<file path="src/rtl/rib_gpio_ctrl.sv">
// rib_gpio_ctrl: parametrised GPIO peripheral on the RIB slave bus.
//   clk, rst           : single clock, asynchronous active-high reset
//   addr_i/data_i/...  : RIB request (addr_i[5:2] decoded, sel_i byte strobes)
//   data_o             : read data (0 for writes)
//   req_*/rsp_*        : valid/ready handshake, one transaction outstanding
//   io_pin_i           : raw asynchronous pad inputs
//   io_out_o/io_oe_o   : output data (OUT) and output enable (DIR)
//   int_sig_o          : registered OR of all pending interrupt bits
module rib_gpio_ctrl #(
    parameter int unsigned GPIO_NUM    = 8,
    parameter int unsigned SYNC_STAGES = 2
) (
    input  logic                clk,
    input  logic                rst,
    input  logic [31:0]         addr_i,
    input  logic [31:0]         data_i,
    input  logic [3:0]          sel_i,
    input  logic                we_i,
    output logic [31:0]         data_o,
    input  logic                req_valid_i,
    output logic                req_ready_o,
    output logic                rsp_valid_o,
    input  logic                rsp_ready_i,
    input  logic [GPIO_NUM-1:0] io_pin_i,
    output logic [GPIO_NUM-1:0] io_out_o,
    output logic [GPIO_NUM-1:0] io_oe_o,
    output logic                int_sig_o
);

    localparam int unsigned ArmW = $clog2(SYNC_STAGES + 2);
    localparam logic [ArmW-1:0] ArmMax = ArmW'(SYNC_STAGES + 1);

    logic [GPIO_NUM-1:0] r_dir, r_out, r_ie, r_itype, r_ipol, r_ip, r_prev;
    logic [GPIO_NUM-1:0] r_sync [SYNC_STAGES];
    logic                r_rsp_valid;
    logic                r_int;
    logic [31:0]         r_data;
    logic [ArmW-1:0]     r_arm_cnt;

    logic                w_accept, w_wr;
    logic [3:0]          w_off;
    logic [31:0]         w_bmask;
    logic [GPIO_NUM-1:0] w_wmask, w_wdata, w_in;
    logic                w_wr_dir, w_wr_out, w_wr_ie, w_wr_itype, w_wr_ipol;
    logic                w_wr_ip, w_wr_set, w_wr_clr;
    logic [GPIO_NUM-1:0] w_dir_d, w_out_d, w_ie_d, w_itype_d, w_ipol_d, w_ip_d;
    logic [GPIO_NUM-1:0] w_edge_set, w_w1c, w_level;
    logic                w_armed;
    logic [31:0]         w_rdata;
    logic                w_unused;

    assign w_accept = req_valid_i & ~r_rsp_valid;
    assign w_wr     = w_accept & we_i;
    assign w_off    = addr_i[5:2];
    assign w_bmask  = {{8{sel_i[3]}}, {8{sel_i[2]}}, {8{sel_i[1]}}, {8{sel_i[0]}}};
    assign w_wmask  = w_bmask[GPIO_NUM-1:0];
    assign w_wdata  = data_i[GPIO_NUM-1:0] & w_wmask;
    assign w_in     = r_sync[SYNC_STAGES-1];
    assign w_armed  = (r_arm_cnt == ArmMax);
    assign w_unused = ^{addr_i[31:6], addr_i[1:0], data_i, w_bmask};

    assign w_wr_dir   = w_wr && (w_off == 4'h0);
    assign w_wr_out   = w_wr && (w_off == 4'h1);
    assign w_wr_ie    = w_wr && (w_off == 4'h3);
    assign w_wr_itype = w_wr && (w_off == 4'h4);
    assign w_wr_ipol  = w_wr && (w_off == 4'h5);
    assign w_wr_ip    = w_wr && (w_off == 4'h6);
    assign w_wr_set   = w_wr && (w_off == 4'h7);
    assign w_wr_clr   = w_wr && (w_off == 4'h8);

    always_comb begin
        w_dir_d   = w_wr_dir   ? ((r_dir   & ~w_wmask) | w_wdata) : r_dir;
        w_ie_d    = w_wr_ie    ? ((r_ie    & ~w_wmask) | w_wdata) : r_ie;
        w_itype_d = w_wr_itype ? ((r_itype & ~w_wmask) | w_wdata) : r_itype;
        w_ipol_d  = w_wr_ipol  ? ((r_ipol  & ~w_wmask) | w_wdata) : r_ipol;
        w_out_d   = r_out;
        if (w_wr_out) begin
            w_out_d = (r_out & ~w_wmask) | w_wdata;
        end else if (w_wr_set) begin
            w_out_d = r_out | w_wdata;
        end else if (w_wr_clr) begin
            w_out_d = r_out & ~w_wdata;
        end
    end

    // Edge set is ORed in after the W1C clear so a coincident edge wins.
    // A change of ITYPE or a disabled pin forces the bit to 0.
    always_comb begin
        w_edge_set = {GPIO_NUM{w_armed}} & (w_in ^ r_prev) & ~(w_in ^ r_ipol);
        w_w1c      = w_wr_ip ? w_wdata : '0;
        w_level    = ~(w_in ^ r_ipol);
        w_ip_d     = r_ie & ~(w_itype_d ^ r_itype) &
                     ((r_itype & (w_edge_set | (r_ip & ~w_w1c))) | (~r_itype & w_level));
    end

    always_comb begin
        w_rdata = 32'h0;
        case (w_off)
            4'h0:    w_rdata = 32'(r_dir);
            4'h1:    w_rdata = 32'(r_out);
            4'h2:    w_rdata = 32'(w_in);
            4'h3:    w_rdata = 32'(r_ie);
            4'h4:    w_rdata = 32'(r_itype);
            4'h5:    w_rdata = 32'(r_ipol);
            4'h6:    w_rdata = 32'(r_ip);
            default: w_rdata = 32'h0;
        endcase
    end

    always_ff @(posedge clk or posedge rst) begin
        if (rst) begin
            r_dir       <= '0;
            r_out       <= '0;
            r_ie        <= '0;
            r_itype     <= '0;
            r_ipol      <= '0;
            r_ip        <= '0;
            r_prev      <= '0;
            r_rsp_valid <= 1'b0;
            r_int       <= 1'b0;
            r_data      <= 32'h0;
            r_arm_cnt   <= '0;
            for (int k = 0; k < SYNC_STAGES; k++) begin
                r_sync[k] <= '0;
            end
        end else begin
            r_dir   <= w_dir_d;
            r_out   <= w_out_d;
            r_ie    <= w_ie_d;
            r_itype <= w_itype_d;
            r_ipol  <= w_ipol_d;
            r_ip    <= w_ip_d;
            r_int   <= |r_ip;
            r_prev  <= w_in;
            r_sync[0] <= io_pin_i;
            for (int k = 1; k < SYNC_STAGES; k++) begin
                r_sync[k] <= r_sync[k-1];
            end
            // Keeps edge detection off until the synchroniser holds real pin data.
            if (r_arm_cnt != ArmMax) begin
                r_arm_cnt <= r_arm_cnt + ArmW'(1);
            end
            if (w_accept) begin
                r_rsp_valid <= 1'b1;
                r_data      <= we_i ? 32'h0 : w_rdata;
            end else if (r_rsp_valid && rsp_ready_i) begin
                r_rsp_valid <= 1'b0;
            end
        end
    end

    assign data_o      = r_data;
    assign rsp_valid_o = r_rsp_valid;
    assign req_ready_o = ~r_rsp_valid;
    assign io_out_o    = r_out;
    assign io_oe_o     = r_dir;
    assign int_sig_o   = r_int;

endmodule

</file>
<file path="config.mk">
export PLATFORM = sky130hd
export DESIGN_NAME = rib_gpio_ctrl
export DESIGN_NICKNAME = d
export VERILOG_FILES = /design/src/rtl/rib_gpio_ctrl.sv
export SDC_FILE = /design/constraint.sdc
export NUM_CORES = 1
export LEC_CHECK = 0
export BUFFER_PORTS_ARGS = -buffer_cell sky130_fd_sc_hd__clkbuf_2
export CAP_MARGIN = 30
export CELL_PAD_IN_SITES_DETAIL_PLACEMENT = 0
export CELL_PAD_IN_SITES_GLOBAL_PLACEMENT = 1
export CORE_ASPECT_RATIO = 1.1
export CORE_UTILIZATION = 39
export DETAILED_ROUTE_END_ITERATION = 8
export PLACE_DENSITY_LB_ADDON = 0.1
export SLEW_MARGIN = 0
export SYNTH_ARGS = -nofsm -noshare
export SYNTH_HDL_FRONTEND = slang
export SYNTH_SLANG_ARGS = --single-unit
</file>
<file path="constraint.sdc">
create_clock -name clk -period 3.3 [get_ports clk]
set_input_delay 0.495 -clock clk [delete_from_list [all_inputs] [get_ports clk]]
set_output_delay 0.495 -clock clk [all_outputs]
set_load 0.01 [all_outputs]
</file>
==> flow_summary.yaml <==
cells_and_area:
  final_nets: 498
  drive_above_1_share_pct: 28.6
  diodes: 0
  fin_area_mm2: 0.00454
  syn_to_final_growth_pct: 11.8
  layout.cells.non_filler: 539
synth:
  synth_commonest_cells: "dfrtp_1, nand2_1, mux2_2"
  ys_seq_area_share_pct: 51.8
  synth_cell_type_count: 45
  synth_top_cells_by_area: "dfrtp_1, mux2_2, buf_4"
  syn_inst: 358
  yosysTopAreaCellShare_pct: 51.8
  synth_seq_cells: 84
  ys_warn_count: 0
  synth.most_common_cell: "dfrtp_1"
  synthArstFlopShare_pct: 100
  synth-main-ff-cell: "dfrtp_1"
  synth_edf_count: 0
  synth_top_cell_by_area: "dfrtp_1"
  avgSynthCellArea_um2: 11.3
  synth_area_mm2: 0.00406
worst_hold_path:
  hold_depth: 1
  min_from: "io_pin_i[4]"
  hold_path.class: "input port to flop"
  whs_endpoint: "r_sync[12]"
global_routing:
  antenna_found_initial: 0
  top_usage_layer: "met2"
  use_met2_pct: 32.7
  met1_usage_pct: 30.2
  met3_usage_pct: 3.72
  overflow: 0
  grt_max_degree: 81
  grt_usage_pct: 21.3
  grt_pass1_vias: 2914
  grt_pass1_wl_um: 16600
routing:
  routedWlPerCell_um: 19.7
  via_per_inst: 5.54
  vias: 2987
  dr.pass1.iters: 5
  totalWireLength_um: 10600
  postRouteAntennaNets: 0
  drt-initial-drc-count: 138
  drc: 0
clock_tree:
  cts.clk_slew.worst_paths_ns: 0.08
  clock-sinks: 84
  cts_inserted_buffers: 9
  cts_resized: 0
  clk_path_buf_depth: 2
  cts_hold_buf: 1
  post_cts_buffers: 0
  htree_levels: 3
  cts-root-buf: "clkbuf_8"
  cts_tree: "built"
  clk_latency_ns: 0.36
worst_setup_path:
  critPathSlowestCell: "o21ai_1"
  worstPathMaxFanout: 11
  critPathCaptureType: "flop"
  r2r_start: "rsp_valid_o"
  crit_required_ns: 3.60
  cp-start-kind: "input port"
  reg2reg_depth: 4
  max_stage_delay_ns: 0.71
  rrSetupSlack_ns: 1.35
  critical_path_arrival_ns: 2.32
  path_cells: "clkbuf_2 > nor2b_1 > buf_4 > nor3_4 > o21ai_1 > a21bo_2"
  crit_type: "input port to flop"
placement:
  dp_slack_ns: 0.920
  dp.cells: 524
  placed_area_mm2: 0.00437
  place_congestion: 0.818
  dp_hpwl_um: 7190
  port_buffers: 52
timing:
  post-route-period-util_pct: 61.3
  drv_slew: 0
  fin_setup_tns_ns: 0
  tightest_slew_ns: 0.881
  slew-limit-headroom_pct: 40.9
  fin_ws_ns: 1.28
  fin_crit_ns: 2.02
  fin_worst_skew_ns: 0.00751
  hold_viol_final: 0
  fmax_ghz: 0.494
  rsz0062_at_grt: "false"
  setup_violations: 0
  holdWs_ns: 0.235
die:
  coreArea_mm2: 0.00998
  placementRows: 38
  die_area_mm2: 0.0108
  dieWidth_um: 99.3
  io_pins: 132
  die_h_um: 109
  initial_utilization_pct: 40.7
status:
  outcome: "finished, final reports clean"
flow_run:
  maxCapViolations: 0
power_and_ir_drop:
  peakVddDrop_v: 0.000229
  p_leak_nw: 2.04
  p_per_area_mw_per_mm2: 460
power breakdown:
| group | switching [mW] | leakage [nW] | internal [mW] | total, mW |
|---|---|---|---|---|
| clock network | 0.350 | 0.0848 | 0.282 | 0.632 |
| logic | 0.166 | 0.909 | 0.125 | 0.291 |
| registers | 0.0674 | 1.05 | 1.10 | 1.17 |
per-layer routing:
layer	share of wire (%)	vias up
met4	1.3	0
li1	-	1394
met1	46	1471
met3	6.7	11
met2	46	111
met5	0	-
kinds of logic after synthesis:
logic type | synth area share (%)
compound gates | 17.8
xor+xnor | 1.94
fa+ha+maj | 0.308
buf+inv | 6.78
flops | 51.8
mux | 10.3
other cells | 0.0924
simple gates | 11.0
worst max path at each step:
stage                          from   endpoint  cells past startpoint
after floorplan                 rst  async pin                      1
after global placement    addr_i[4]       flop                      6
after detailed placement  addr_i[4]       flop                      6
after CTS                 addr_i[4]       flop                      6
after global routing      addr_i[2]    r_ip[3]                      6
final                     addr_i[4]       flop                      6
cell usage in the layout, fill, tap and decap left out, types with 2 or more instances in the layout:
| master | n |
|---|---|
| a211o_1 | 5 |
| a211oi_1 | 7 |
| a21bo_2 | 3 |
| a21oi_1 | 14 |
| a22oi_1 | 16 |
| a31oi_1 | 7 |
| a32oi_1 | 3 |
| and3_1 | 5 |
| buf_4 | 8 |
| clkbuf_2 | 52 |
| clkbuf_8 | 10 |
| clkinv_2 | 4 |
| conb_1 | 24 |
| dfrtp_1 | 84 |
| inv_1 | 2 |
| mux2_2 | 29 |
| mux2i_1 | 9 |
| nand2_1 | 35 |
| nand2b_1 | 2 |
| nand3_1 | 2 |
| nand4_1 | 2 |
| nor2_1 | 13 |
| nor2b_1 | 5 |
| nor3_4 | 2 |
| nor4_1 | 2 |
| o211ai_1 | 8 |
| o21ai_0 | 28 |
| o221a_2 | 4 |
| o221ai_1 | 4 |
| o32a_1 | 4 |
| xnor2_1 | 9 |
layout make-up:
type / count / area (µm²)
flip-flops and latches: 84 / 2100
multi-input cells: 256 / 1770
well taps: 120 / 150
inverters: 3 / 12.5
clock buffers: 11 / 141
clock inverters: 3 / 15.0
repair buffers: 62 / 350
fillers: 978 / 5450
worst max-delay path, delay by kind of cell:
| family | cells | cell delay (ns) |
|---|---|---|
| buf+inv | 2 | 0.57 |
| simple gates | 2 | 0.30 |
| compound gates | 2 | 0.96 |
through the flow:
stage | util [%] | total power [mW]
global placement | 43.8 | 1.47
finish | 45.5 | 2.09
detailed placement | 43.8 | 1.48
floorplan | - | 1.39
global route | 45.5 | 2.20
CTS | 45.5 | 2.12
Note: power is estimated with default switching activity, not from simulation.
